$ cat config.mk
export PLATFORM = sky130hd
export DESIGN_NAME = io_port_endpoint
export DESIGN_NICKNAME = d
export VERILOG_FILES = /design/src/rtl/io_port_endpoint.sv
export SDC_FILE = /design/constraint.sdc
export NUM_CORES = 1
export LEC_CHECK = 0
export BUFFER_PORTS_ARGS = -buffer_cell sky130_fd_sc_hd__buf_4
export CAP_MARGIN = 20
export CORE_ASPECT_RATIO = 1.75
export CORE_MARGIN = 5
export CORE_UTILIZATION = 39
export DETAILED_ROUTE_END_ITERATION = 12
export GPL_TIMING_DRIVEN = 0
export PLACE_DENSITY = 0.61
export SYNTH_ARGS = -nofsm -noshare
export SYNTH_HDL_FRONTEND = slang
export SYNTH_SLANG_ARGS = --single-unit
export TNS_END_PERCENT = 20
$ cat constraint.sdc
create_clock -name clock -period 2 [get_ports clock]
set_input_delay 0.1 -clock clock [delete_from_list [all_inputs] [get_ports clock]]
set_output_delay 0.1 -clock clock [all_outputs]
set_load 0.03 [all_outputs]
$ cat src/rtl/io_port_endpoint.sv
// rtl/io_port_endpoint.sv - ingress/egress word FIFOs between an external stream and a processor I/O port
// Optional sticky access-error outputs: define OCTAVO_IO_ENDPOINT_ERROR_EN.
module io_port_endpoint #(
    parameter int WORD_WIDTH = 36,
    parameter int DEPTH      = 4,
    parameter int ADDR_WIDTH = 2
) (
    input  logic                  clock,
    input  logic                  reset,
    input  logic                  in_valid,
    output logic                  in_ready,
    input  logic [WORD_WIDTH-1:0] in_data,
    output logic                  io_read_EF,
    output logic [WORD_WIDTH-1:0] io_read_data,
    input  logic                  io_rden,
    output logic                  io_write_EF,
    input  logic [WORD_WIDTH-1:0] io_write_data,
    input  logic                  io_wren,
    output logic                  out_valid,
    input  logic                  out_ready,
    output logic [WORD_WIDTH-1:0] out_data
`ifdef OCTAVO_IO_ENDPOINT_ERROR_EN
    ,
    output logic                  rd_underrun,
    output logic                  wr_overrun
`endif
);

    localparam logic [ADDR_WIDTH:0]   FULL_COUNT = (ADDR_WIDTH+1)'(DEPTH);
    localparam logic [ADDR_WIDTH:0]   COUNT_ONE  = (ADDR_WIDTH+1)'(1);
    localparam logic [ADDR_WIDTH-1:0] PTR_ONE    = ADDR_WIDTH'(1);

    logic [WORD_WIDTH-1:0] ing_mem [DEPTH];
    logic [WORD_WIDTH-1:0] egr_mem [DEPTH];
    logic [ADDR_WIDTH-1:0] ing_wr_ptr, ing_rd_ptr, egr_wr_ptr, egr_rd_ptr;
    logic [ADDR_WIDTH:0]   ing_count, egr_count;
    logic                  ing_push, ing_pop, egr_push, egr_pop;

    // Flags come only from registered counts, so no input reaches them combinationally.
    assign in_ready    = (ing_count != FULL_COUNT);
    assign io_read_EF  = (ing_count != '0);
    assign io_write_EF = (egr_count != FULL_COUNT);
    assign out_valid   = (egr_count != '0);

    assign ing_push = in_valid & in_ready;
    assign ing_pop  = io_rden & io_read_EF;
    assign egr_push = io_wren & io_write_EF;
    assign egr_pop  = out_ready & out_valid;

    assign io_read_data = ing_mem[ing_rd_ptr];
    assign out_data     = egr_mem[egr_rd_ptr];

    // Storage is deliberately left out of reset; the counts alone say what is valid.
    always_ff @(posedge clock) begin
        if (ing_push) ing_mem[ing_wr_ptr] <= in_data;
        if (egr_push) egr_mem[egr_wr_ptr] <= io_write_data;
    end

    always_ff @(posedge clock or posedge reset) begin
        if (reset) begin
            ing_wr_ptr <= '0;
            ing_rd_ptr <= '0;
            ing_count  <= '0;
        end else begin
            if (ing_push) ing_wr_ptr <= ing_wr_ptr + PTR_ONE;
            if (ing_pop)  ing_rd_ptr <= ing_rd_ptr + PTR_ONE;
            if (ing_push && !ing_pop)      ing_count <= ing_count + COUNT_ONE;
            else if (ing_pop && !ing_push) ing_count <= ing_count - COUNT_ONE;
        end
    end

    always_ff @(posedge clock or posedge reset) begin
        if (reset) begin
            egr_wr_ptr <= '0;
            egr_rd_ptr <= '0;
            egr_count  <= '0;
        end else begin
            if (egr_push) egr_wr_ptr <= egr_wr_ptr + PTR_ONE;
            if (egr_pop)  egr_rd_ptr <= egr_rd_ptr + PTR_ONE;
            if (egr_push && !egr_pop)      egr_count <= egr_count + COUNT_ONE;
            else if (egr_pop && !egr_push) egr_count <= egr_count - COUNT_ONE;
        end
    end

`ifdef OCTAVO_IO_ENDPOINT_ERROR_EN
    // Sticky until reset so software can poll after the fact.
    always_ff @(posedge clock or posedge reset) begin
        if (reset) begin
            rd_underrun <= 1'b0;
            wr_overrun  <= 1'b0;
        end else begin
            if (io_rden && !io_read_EF)  rd_underrun <= 1'b1;
            if (io_wren && !io_write_EF) wr_overrun  <= 1'b1;
        end
    end
`endif

endmodule

Yosys cells after proc, flatten, opt, wreduce, memory -nomap -nowiden --
Memory sizes are Yosys's and may differ from the RTL's. Cells that the tools add are included.
Storage, ports and cells: flip-flop bits (word level) 14, bits in writable memories 288, output and inout port bits 76, word-level logic and storage cells 42, memories 2
Memories:
- egr_mem | words 4, width 36, read ports 1, clocked after memory_dff 0, write ports 1, RTL line 34 | logic [WORD_WIDTH-1:0] egr_mem [DEPTH];
- ing_mem | words 4, width 36, read ports 1, clocked after memory_dff 0, write ports 1, RTL line 33 | logic [WORD_WIDTH-1:0] ing_mem [DEPTH];
Operators by class: add/subtract/negate cells 8, eq/ne operators 2, mux-type cells 8, bitwise gates (word level) 4, reduce and logical (&&, ||, !) cells 12
Operator list (count):
- 2-to-1 mux 3 bit | 4
- adder 2 x 1 -> 2 bit (second input constant) | 4
- adder 3 x 1 -> 3 bit (second input constant) | 2
- != test 3 bit (second input constant) | 2
- nonzero test 3 bit | 2
- subtractor 3 x 1 -> 3 bit (second input constant) | 2
- bitwise AND 1 bit | 4
- logical AND 1 bit | 4
- zero test 1 bit | 4
- 2-to-1 mux 1 bit | 4
- nonzero test 2 bit | 2

Logic depth before layout (Yosys ltp) --
depth after elaboration 6, gate-level depth with buffers 8

Worst setup path before layout --
Ideal clock, no wire load.
path kind register -> register, start point register egr_count[0], end point register egr_count[2], setup time 79 ps, arrival time 2105 ps, data required time 1921 ps, setup slack -184 ps, cell stages (with the launch flop) 9, path buffers 0, cell sequence dfrtp_1 -> or3_1 -> nand2_1 -> ha_1 -> inv_1 -> fa_1 -> xor2_1 -> nor2_1 -> xor2_1
On the way: cells in the longest elaborated chain, start to end 5
Ends and longest elaborated chain:
- start, declared | RTL line 36 | logic [ADDR_WIDTH:0] ing_count, egr_count;
- start signal, assigned | RTL line 80 | if (egr_push && !egr_pop) egr_count <= egr_count + COUNT_ONE;
- start signal, assigned | RTL line 81 | else if (egr_pop && !egr_push) egr_count <= egr_count - COUNT_ONE;
- nonzero test 3 bit (*) | RTL line 43 | assign out_valid = (egr_count != '0);
- named net out_valid | RTL line 19 | output logic out_valid,
- bitwise AND 1 bit (*) | RTL line 48 | assign egr_pop = out_ready & out_valid;
- zero test 1 bit | RTL line 80
- logical AND 1 bit | RTL line 80
- 2-to-1 mux 3 bit or nonzero test 2 bit (tied branches)
The timed path passes the listed nets; every way through them passes the cells marked *. The select of a mux whose other input is x is not followed. A chain may end at the register's enable or synchronous reset.

Worst setup path in the final report --
start point register ing_rd_ptr[0], end point output port io_read_data[25]
On the way: cells in the longest elaborated chain, start to end 1
Ends and longest elaborated chain:
- start, declared | RTL line 35 | logic [ADDR_WIDTH-1:0] ing_wr_ptr, ing_rd_ptr, egr_wr_ptr, egr_rd_ptr;
- start signal, assigned | RTL line 66 | if (ing_pop) ing_rd_ptr <= ing_rd_ptr + PTR_ONE;
- memory (4 x 36 bit)
- end, declared | RTL line 14 | output logic [WORD_WIDTH-1:0] io_read_data,
No other way between the ends.

==> results.py <==
metrics = {
    "clocking": {
        "insertion_delay_ns": 0.53,
        "cts_tree": "yes",
        "numCtsBuffers": 27,
        "clk_path_buf_depth": 3,
        "clk_transition_reported_paths_ns": 0.07,
        "h-tree-depth": 1,
        "numClockSinks": 302,
        "cts-root-buf": "clkbuf_16",
    },
    "sta": {
        "setup_viol": 31,
        "slew_violations": 0,
        "setup_tns_ns": -0.424,
        "period_share_pct": 102,
        "rsz0062_at_grt": "yes",
        "fin_worst_skew_ns": 0.00788,
        "hold_violations": 0,
        "relSlewSlack_pct": 58.8,
        "post-route-min-period_ns": 2.03,
        "tightest_slew_ns": 0.618,
        "fmax_ghz": 0.492,
        "setup_ws_ns": -0.0316,
    },
    "worst_setup_path": {
        "crit_path_start": "ing_rd_ptr[0]",
        "crit_slowest_cell": "mux4_2",
        "path_cells": "buf_12 > clkbuf_16 > mux4_2 > buf_6",
        "start_kind": "flop",
        "r2r_start": "ing_count[0]",
        "cp.depth": 4,
        "r2r-end": "ing_count[2]",
        "end_kind": "output port",
        "critPathKind": "flop to output port",
        "critPathBufInv": 3,
        "crit_fanout": 7,
        "cp_slowest_stage_delay_ns": 0.51,
        "crit_end": "io_read_data[25]",
        "worstPathRequired_ns": 1.90,
        "rrSetupSlack_ns": -0.02,
        "cp_top_family": "multiplexers",
        "worstPathArrival_ns": 1.93,
        "reg2regPathDepth": 8,
    },
    "layout": {
        "drive_above_1_share_pct": 44.6,
        "layout_common_cells": "edfxtp_1, buf_4, dlygate4sd3_1, mux4_2, buf_6",
        "nFillCells": 2246,
        "num_antenna_cells": 0,
        "multi_input_area_sq_um": 2150,
        "seq_area_sq_um": 9000,
        "syn2layout_area_growth_pct": 35.2,
        "layout_commonest_cell": "edfxtp_1",
        "fin_nets": 824,
    },
    "power": {
        "power_density_nw_per_um2": 1560,
        "max-vdd-ir-drop_mv": 1.09,
        "p_leak_nw": 5.34,
    },
    "floorplanning": {
        "rows": 82,
        "fp.dieH_microns": 235,
        "ios": 154,
        "dieArea_sq_um": 32500,
        "initial_core_util_pct": 39.4,
        "design.core.area_sq_um": 28500,
        "die_w_microns": 138,
    },
    "route": {
        "wire_per_inst_microns": 20.2,
        "viasPerCell": 4.84,
        "vias": 5480,
        "dr.pass1.iters": 4,
        "antenna_left": 0,
        "drc": 0,
        "drt_iter0_markers": 188,
        "drt_wl_total_microns": 22800,
    },
    "yosys": {
        "synth_cells": 447,
        "async_reset_ff_share_pct": 4.64,
        "yosysSeqAreaShare_pct": 80.0,
        "synth_edf_count": 288,
        "synth_nets": 537,
        "synth_warnings": 0,
        "synth.ff_latch_count": 302,
        "postSynthAreaPerCell_sq_um": 25.2,
        "yosys.area.top_type_share_pct": 76.9,
        "synth_top_cell_by_area": "edfxtp_1",
        "synth_ff_type": "edfxtp_1",
        "synth.area.top_cells": "edfxtp_1, mux4_2, dfrtp_1",
        "mappedNetlistArea_sq_um": 11200,
        "synth_cell_type_count": 19,
    },
    "grt": {
        "grt_pass1_wl_microns": 34900,
        "grt_remaining_overflow": 0,
        "grt_max_degree": 37,
        "antenna_found_initial": 0,
        "gr-usage-all-layers_pct": 13.6,
        "grt_pass1_vias": 6098,
    },
    "placed_design": {
        "dp_hpwl_microns": 14700,
        "portBuffers": 153,
        "gp_congestion": 0.722,
        "dp_slack_ns": -0.187,
    },
    "min_path": {
        "holdCritPathClass": "primary input to flop",
        "min_from": "io_wren",
    },
    "status": {
        "violations": "negative setup slack",
        "status": "finished with violations",
    },
    "flow_run": {
        "maxCapViolCount": 0,
    },
}
[where the power goes]
group | internal [W] | switching (W) | total, W | leakage (nW)
registers | 0.00839 | 0.000384 | 0.00878 | 2.80
clock network | 0.00261 | 0.00212 | 0.00473 | 0.394
logic | 0.00481 | 0.00533 | 0.0101 | 2.15
[worst register-to-register path, stage by stage, from the launching register on]
cell,delay (ns)
dfrtp_2,0.44
or3_4,0.42
nand2_4,0.09
ha_4,0.13
inv_1,0.05
fa_2,0.33
xor2_1,0.16
nor2_1,0.13
xor2_1,0.19
[Yosys cell counts, types with 4 or more instances]
master	instances
and2_1	8
ha_1	10
nand2_1	4
buf_12	4
buf_2	8
nor2_1	4
dfrtp_1	14
xnor2_1	8
mux2_2	4
edfxtp_1	288
xor2_1	4
inv_1	7
mux4_2	72
[worst min path at each step]
stage               depth (start not counted)       endpoint
CTS                                         3  ing_wr_ptr[0]
floorplan                                   1   egr_count[0]
finish                                      4  egr_wr_ptr[0]
global route                                4  egr_wr_ptr[0]
detailed placement                          2  ing_wr_ptr[0]
global placement                            2  ing_wr_ptr[0]
[cells by family after synthesis]
| family | count (synthesis) | synth area share, % |
|---|---|---|
| buffers and inverters | 23 | 1.64 |
| XOR/XNOR | 12 | 0.935 |
| multiplexers | 76 | 14.8 |
| AND/OR/NAND/NOR | 20 | 0.912 |
| AO/OA/AOI/OAI | 2 | 0.200 |
| adder cells (fa/ha/maj) | 12 | 1.47 |
| flip-flops | 302 | 80.0 |
[stage by stage]
step / cell area (sq um) / utilization, % / total power, W / instances / hold slack (ns)
2_1_floorplan: 11300 / - / 0.0145 / 447 / -0.0108
3_3_place_gp: 12900 / 45.2 / 0.0173 / 978 / 0.188
3_5_place_dp: 13000 / 45.7 / 0.0176 / 984 / 0.220
4_1_cts: 14900 / 52.1 / 0.0234 / 1113 / 0.00254
5_1_grt: 15200 / 53.3 / 0.0248 / 1132 / 0.0854
6_report: 15200 / 53.3 / 0.0237 / 1132 / 0.112
[layout make-up]
class | count | share of cell area, %
inverter | 7 | 0.173
multi-input combinational | 122 | 14.1
sequential | 302 | 59.2
tap | 378 | 3.11
timing repair buffer | 258 | 16.6
clock buffer | 33 | 4.59
buffer | 16 | 1.47
clock inverter | 16 | 0.708
[metal layers]
metal  vias to the layer above  part of all wire [%]  global-route usage (%)
li1                       2442                     -                       -
met1                      2840                    35                    14.7
met2                       169                    56                    25.9
met3                        29                   6.7                    3.78
met4                         0                   2.0                    3.69
met5                         -                     0                       0
[registers in the layout, indices dropped and copies added, names as in the netlist]
name,count
ing_wr_ptr,2
ing_count,3
egr_rd_ptr,2
ing_mem,144
egr_count,3
egr_mem,144
egr_wr_ptr,2
ing_rd_ptr,2
[timing repair]
action / 4_1_cts / 5_1_grt
setup buffers: 5 / 15
setup endpoints to repair: 138 / 66
cloned: 0 / 3
endpoints found under the hold margin: 306 / 1
pin swaps: 0 / 10
gates resized for setup: 73 / 35
hold buffers: 75 / 1
Power figures use the tool's default switching activity.
